$ cat src/rtl/pipe_stage_chain.sv
`default_nettype none
// +--------------------------------------------------------------------------+
// | Module      : pipe_stage_chain                                           |
// | Description : DEPTH-stage valid/ready register chain. It provides bubble |
// |               collapse, flush, per-stage kill, occupancy and a           |
// |               saturating kill counter. PIPE_SKID_EN adds an input skid.  |
// | Revision    : 1.0                                                        |
// +--------------------------------------------------------------------------+
module pipe_stage_chain #(
    parameter int WIDTH = 32,
    parameter int DEPTH = 4,
    parameter int CNT_W = 16,
`ifdef PIPE_SKID_EN
    localparam int c_OCC_W = $clog2(DEPTH + 2)
`else
    localparam int c_OCC_W = $clog2(DEPTH + 1)
`endif
) (
    input  logic               clk,
    input  logic               rst,
    input  logic               in_valid,
    output logic               in_ready,
    input  logic [WIDTH-1:0]   in_data,
    output logic               out_valid,
    input  logic               out_ready,
    output logic [WIDTH-1:0]   out_data,
    input  logic               flush,
    input  logic [DEPTH-1:0]   kill_mask,
    output logic [c_OCC_W-1:0] occupancy,
    output logic [CNT_W-1:0]   kill_count
);

    localparam int c_SUM_W = CNT_W + 6;

    logic [DEPTH-1:0] r_v;
    logic [WIDTH-1:0] r_d [DEPTH];
    logic [CNT_W-1:0] r_kill_count;

    logic [DEPTH-1:0] w_ev;
    logic [DEPTH-1:0] w_adv;
    logic [DEPTH-1:0] w_src_v;
    logic [WIDTH-1:0] w_src_d [DEPTH];
    logic [DEPTH-1:0] w_killed;
    logic             w_accept;
    logic             w_s0_v;
    logic [WIDTH-1:0] w_s0_d;
    logic             w_skid_kill;
    logic             w_skid_occ;
    logic [c_SUM_W-1:0] w_kill_pop;
    logic [c_SUM_W-1:0] w_kill_sum;
    logic [c_OCC_W-1:0] w_occ;

    assign w_ev      = r_v & ~kill_mask & {DEPTH{~flush}};
    assign out_valid = w_ev[DEPTH-1];
    assign out_data  = r_d[DEPTH-1];

    // An empty or killed stage always advances, squeezing holes out under stall.
    always_comb begin
        logic w_acc;
        w_adv            = '0;
        w_acc            = out_ready | ~w_ev[DEPTH-1];
        w_adv[DEPTH-1]   = w_acc;
        for (int i = DEPTH - 2; i >= 0; i--) begin
            w_acc    = ~w_ev[i] | w_acc;
            w_adv[i] = w_acc;
        end
    end

`ifdef PIPE_SKID_EN
    logic             r_skid_v;
    logic             r_in_ready;
    logic [WIDTH-1:0] r_skid_d;
    logic             w_skid_nxt;

    assign in_ready    = r_in_ready & ~flush;
    assign w_accept    = in_valid & in_ready;
    // The skid entry always drains ahead of fresh input.
    assign w_s0_v      = (r_skid_v & ~flush) | w_accept;
    assign w_s0_d      = r_skid_v ? r_skid_d : in_data;
    assign w_skid_nxt  = ~flush & (r_skid_v ? ~w_adv[0] : (w_accept & ~w_adv[0]));
    assign w_skid_kill = r_skid_v & flush;
    assign w_skid_occ  = r_skid_v;

    always_ff @(posedge clk or posedge rst) begin
        if (rst) begin
            r_skid_v   <= 1'b0;
            r_in_ready <= 1'b0;
            r_skid_d   <= '0;
        end else begin
            r_skid_v   <= w_skid_nxt;
            r_in_ready <= ~w_skid_nxt;
            if (w_accept && !w_adv[0] && !r_skid_v) begin
                r_skid_d <= in_data;
            end
        end
    end
`else
    assign in_ready    = w_adv[0] & ~flush & ~rst;
    assign w_accept    = in_valid & in_ready;
    assign w_s0_v      = w_accept;
    assign w_s0_d      = in_data;
    assign w_skid_kill = 1'b0;
    assign w_skid_occ  = 1'b0;
`endif

    always_comb begin
        w_src_v    = '0;
        w_src_v[0] = w_s0_v;
        w_src_d[0] = w_s0_d;
        for (int i = 1; i < DEPTH; i++) begin
            w_src_v[i] = w_ev[i-1];
            w_src_d[i] = r_d[i-1];
        end
    end

    always_ff @(posedge clk or posedge rst) begin
        if (rst) begin
            r_v <= '0;
            for (int i = 0; i < DEPTH; i++) begin
                r_d[i] <= '0;
            end
        end else begin
            for (int i = 0; i < DEPTH; i++) begin
                if (w_adv[i]) begin
                    r_v[i] <= w_src_v[i];
                    if (w_src_v[i]) begin
                        r_d[i] <= w_src_d[i];
                    end
                end
            end
        end
    end

    assign w_killed = r_v & (kill_mask | {DEPTH{flush}});

    always_comb begin
        w_kill_pop = '0;
        w_occ      = '0;
        for (int i = 0; i < DEPTH; i++) begin
            w_kill_pop = w_kill_pop + c_SUM_W'(w_killed[i]);
            w_occ      = w_occ + c_OCC_W'(r_v[i]);
        end
        w_kill_pop = w_kill_pop + c_SUM_W'(w_skid_kill);
        w_occ      = w_occ + c_OCC_W'(w_skid_occ);
    end

    // Wide sum so any overflow above CNT_W bits is visible before saturating.
    assign w_kill_sum = {6'b0, r_kill_count} + w_kill_pop;

    always_ff @(posedge clk or posedge rst) begin
        if (rst) begin
            r_kill_count <= '0;
        end else if (|w_kill_sum[c_SUM_W-1:CNT_W]) begin
            r_kill_count <= '1;
        end else begin
            r_kill_count <= w_kill_sum[CNT_W-1:0];
        end
    end

    assign occupancy  = w_occ;
    assign kill_count = r_kill_count;

endmodule
`default_nettype wire

$ cat config.mk
export PLATFORM = sky130hd
export DESIGN_NAME = pipe_stage_chain
export DESIGN_NICKNAME = d
export VERILOG_FILES = /design/src/rtl/pipe_stage_chain.sv
export SDC_FILE = /design/constraint.sdc
export NUM_CORES = 1
export LEC_CHECK = 0
export ABC_AREA = 1
export BUFFER_PORTS_ARGS = -buffer_cell sky130_fd_sc_hd__buf_2
export CAP_MARGIN = 20
export CORE_MARGIN = 1.5
export CORE_UTILIZATION = 61
export DETAILED_ROUTE_END_ITERATION = 10
export GPL_ROUTABILITY_DRIVEN = 0
export PLACE_DENSITY = 0.84
export SYNTH_ARGS = -nofsm -noshare
export SYNTH_HDL_FRONTEND = slang
export SYNTH_SLANG_ARGS = --single-unit
$ cat constraint.sdc
create_clock -name clk -period 9.3 [get_ports clk]
set_input_delay 1.395 -clock clk [delete_from_list [all_inputs] [get_ports clk]]
set_output_delay 1.395 -clock clk [all_outputs]
set_load 0.02 [all_outputs]
* Word level (Yosys, flattened, before mapping)
Index checks and enable logic that the tools add are counted.
** Word-level totals
- Memories kept :: 0
- Input port bits :: 41
- Bits in read-only memories :: 0
- RAM bits :: 0
- Logic and storage cells :: 40
- Output and inout port bits :: 53
- Register bits after elaboration :: 148
- Bits in latches :: 0
** Cells by class
- Shifts and indexed selects :: 0
- Add/sub/neg operators :: 7
- Div/mod/pow operators :: 0
- Equal/unequal tests :: 0
- Bitwise logic cells :: 18
- Muxes and demuxes :: 1
- Reduce and logical (&&, ||, !) cells :: 5
- Order comparisons :: 0
- Multipliers :: 0
** Operators with widths (number)
- 16-bit by 4-bit adder with 17-bit output :: 1
- 16-bit two-way mux :: 1
- 4-bit AND :: 3
- 2-bit AND reduction :: 4
- 2-bit by 1-bit adder with 3-bit output :: 2
- 1-bit NOT :: 6
- 6-bit OR reduction :: 1
- 1-bit by 1-bit adder with 2-bit output :: 2
- 3-bit by 1-bit adder with 4-bit output :: 1
- 4-bit NOT :: 1
- 1-bit OR :: 4
- 4-bit OR :: 1
- 3-bit by 1-bit adder with 3-bit output :: 1
- 1-bit AND :: 3

* Logic depth before layout (Yosys ltp)
- Depth in word-level cells :: 12
- Gate-level depth with buffers :: 13
- Depth with buffers taken out :: 12

* Least setup slack after synthesis
No wires, ideal clock.
- Path kind :: input-to-reg
- From :: in flush
- To :: reg r_kill_count[10], in the netlist kill_count[10]
- Arrival time :: 3.700 ns
- Data required time :: 9.230 ns
- Cell stages on the path :: 13
- Setup slack :: 5.529 ns
- Path buffers :: 2
- Library setup time :: 0.070 ns
- Cells stage by stage :: buf_6 o21ai_0 fa_1 fa_1 inv_1 fa_1 nand2_1 nor2_1 nand3_1 inv_1 nand4_1 clkbuf_1 nand3_1
** Between the ends
- Word-level cells in the longest chain between the ends :: 8
** RTL lines
- start, declared :: RTL line 27 : input logic flush,
- 4-bit OR (*) :: RTL line 134 : assign w_killed = r_v & (kill_mask | {DEPTH{flush}});
- 4-bit AND (*) :: RTL line 134
- 1-bit by 1-bit adder with 2-bit output :: RTL line 140 : w_kill_pop = w_kill_pop + c_SUM_W'(w_killed[i]);
- 2-bit by 1-bit adder with 3-bit output :: RTL line 140
- 3-bit by 1-bit adder with 4-bit output (*) :: RTL line 140
- 16-bit by 4-bit adder with 17-bit output (*) :: RTL line 148 : assign w_kill_sum = {6'b0, r_kill_count} + w_kill_pop;
- 6-bit OR reduction :: RTL line 153 : end else if (|w_kill_sum[c_SUM_W-1:CNT_W]) begin
- 16-bit two-way mux (*) :: RTL line 153
- end signal, assigned :: RTL line 156 : r_kill_count <= w_kill_sum[CNT_W-1:0];
- end, declared :: RTL line 37 : logic [CNT_W-1:0] r_kill_count;
Mark *: on every way between the ends. The rest lies on a longest branch, timed or not.
A chain may end at the register's enable or synchronous reset.

* Final worst setup path
- From :: in flush
- To :: out in_ready
** Between the ends
- Word-level cells in the longest chain between the ends :: 9
- Elaborated cells between the ends (all ways) :: 12
- Those cells by class :: bitwise (12)
** RTL lines
- 1-bit NOT (*) :: RTL line 53, 98
- 4-bit AND :: RTL line 53 : assign w_ev = r_v & ~kill_mask & {DEPTH{~flush}};
- 1-bit NOT :: RTL line 61 : w_acc = out_ready | ~w_ev[DEPTH-1];
- 1-bit OR :: RTL line 61
- 1-bit OR (3 in series) :: RTL line 64 : w_acc = ~w_ev[i] | w_acc;
- 1-bit AND (*) (2 in series) :: RTL line 98 : assign in_ready = w_adv[0] & ~flush & ~rst;
- end, declared :: RTL line 22 : output logic in_ready,
Marked as above.

==> flow_metrics.tcl <==
set metrics [dict create \
    syn-instance-count 700 \
    hp-class "register to register" \
    nNetsFinal 797 \
    clockRootBuffer "clkbuf_8" \
    power_leakage_nw 3.88 \
    dr.pass1.iters 5 \
    cts_resized 0 \
    drive_gt1_share_pct 19.3 \
    setup_viol 0 \
    start_util_pct 62.5 \
    timing.rr.end "kill_count[14]" \
    die_w_um 105 \
    cp.required_ps 7910 \
    cts_buffers 17 \
    ir_worst_vdd_mv 0.218 \
    r2r-start "r_v[2]" \
    clk_latency_ps 540 \
    drtAntennaViolNets 0 \
    core-area_um2 10200 \
    yosysWarnings 0 \
    synthToLayoutAreaGrowth_pct 13.3 \
    cp-startpoint "flush" \
    slew_headroom_pct 34.1 \
    cp_slowest_stage_delay_ps 380 \
    htreeDepth 4 \
    synth-async-reset-ratio_pct 100 \
    cp_cell_sequence "buf_2 -> nor3_4 -> buf_4 -> nand3_4 -> nand2_1 -> inv_1 -> buf_2" \
    status "finished clean" \
    grt_use_total_pct 25.4 \
    placementRows 37 \
    drv_slew 0 \
    cts_setup_buffers 0 \
    cts_tree "yes" \
    portBuffers 93 \
    hold_violations 0 \
    fin_worst_skew_ps 5.72 \
    holdBufCountCts 0 \
    crit_type "input pin to primary output" \
    fin_crit_ps 4260 \
    wl_um 12900 \
    layout_commonest_cell "nand2_1" \
    synth_area_um2 6390 \
    cts_buffer_depth 2 \
    fin_crit_sh_pct 45.9 \
    crit_arrival_ps 2870 \
    r2r_slack_ps 6320 \
    setup-tns-final_ps 0 \
    endpoint "in_ready" \
    ys_types 26 \
    maxCapViolCount 0 \
    antenna_found_initial 0 \
    synth_edf_count 0 \
    start_kind "input pin" \
    yosysSeqAreaShare_pct 57.9 \
    cts.reportedPaths.clkPinSlew_ps 60 \
    grt_pass1_wl_um 21700 \
    ys_seq_elements 148 \
    final_cell_mix "nand2_1 (228), dfrtp_1 (148), buf_2 (93)" \
    viasPerCell 5.40 \
    avgSynthCellArea_um2 9.13 \
    grt_start_max_net_pins 82 \
    cellPowerDensity_nw_per_um2 229 \
    num_vias 4845 \
    die_y_um 105 \
    max_freq_mhz 235 \
    hpwl_um 8360 \
    cp_slowest_cell "nand3_4" \
    syn-num-nets 748 \
    io_pins 94 \
    synthFlopType "dfrtp_1" \
    initialDrtViolationCount 362 \
    wl_per_cell_um 14.4 \
    cp-end-kind "primary output" \
    grt_overflow 0 \
    dieArea_um2 11100 \
    tightestPinTransition_ps 988 \
    setup_slack_ps 5040 \
    clkSinkCount 148 \
    rsz0062_at_grt "false" \
    diodes 0 \
    grt_pass1_vias 4627 \
    cp_common_cell "buf_2" \
    ff2ff_path_depth 11 \
    drc 0 \
    place_ws_ps 5050 \
    critPathMaxFanout 35 \
]
per-stage QoR:
stage               instances  hold WS, ps  utilization [%]  power, W  instance area, um2
finish                    898          475             70.8   0.00166                7250
global route              898          485             70.8   0.00173                7250
CTS                       896          474             70.4   0.00167                7210
detailed placement        864          458             64.9   0.00102                6640
global placement          864          454             64.9   0.00100                6640
floorplan                 700          442                -  0.000959                6390
power breakdown:
| part | total [W] | internal, W | leakage [nW] | switching, W |
|---|---|---|---|---|
| combinational | 0.000205 | 0.0000717 | 1.72 | 0.000133 |
| clock | 0.000647 | 0.000372 | 0.264 | 0.000275 |
| sequential | 0.000806 | 0.000748 | 1.89 | 0.0000577 |
final cells by class:
type / instances / area, um2
Timing Repair Buffer: 98 / 528
Clock inverter: 13 / 125
Multi-Input combinational cell: 425 / 2050
Inverter: 59 / 226
Fill cell: 770 / 2980
Tap cell: 136 / 170
Sequential cell: 148 / 3700
Clock buffer: 19 / 442
state kept, by name (all words and copies together) (netlist names):
| register | count |
|---|---|
| kill_count | 16 |
| out_data | 32 |
| r_d | 96 |
| r_v | 4 |
cell usage after synthesis, types with 3 or more instances:
cell type,n,area share (%)
nand2_1,228,13
dfrtp_1,148,58
o21ai_0,65,5.1
inv_1,58,3.4
nand3_1,44,3.4
buf_4,39,4.6
nand4_1,35,3.4
clkbuf_1,14,0.82
buf_2,12,0.94
nor2_1,11,0.65
o21ai_1,10,0.78
fa_1,4,1.3
nand3b_1,4,0.47
nor3_1,4,0.31
xor2_1,4,0.55
ha_1,3,0.59
nand2_2,3,0.29
how the worst min path moves through the flow:
stage / start / endpoint / cells past startpoint
global placement: r_d[88] / r_d[88] / 2
global route: r_d[82] / r_d[82] / 2
detailed placement: r_d[88] / r_d[88] / 2
CTS: r_d[88] / r_d[88] / 2
finish: r_d[88] / r_d[88] / 2
floorplan: r_d[64] / r_d[64] / 2
per-layer routing:
layer	up-vias	GRT usage [%]	part of all wire (%)
met4	0	9.78	2.4
met5	-	0	0
li1	2310	-	-
met1	2313	33.5	43
met2	191	40.5	48
met3	31	6.56	6.8
kinds of logic (layout without fill, tap and decap cells):
family          after synthesis  count (layout)  synth area share (%)
flops                       148             148                  57.9
xor+xnor                      4               4                 0.548
compound gates               75              75                  5.87
simple gates                339             339                  23.7
fa+ha+maj                     7               7                  1.84
buf+inv                     127             189                  10.1
worst max-delay path: cells and delay by family:
kind | cells | cell delay [ps]
AND/OR/NAND/NOR | 3 | 720
buffers and inverters | 4 | 750
(Power assumes the default switching activity.)
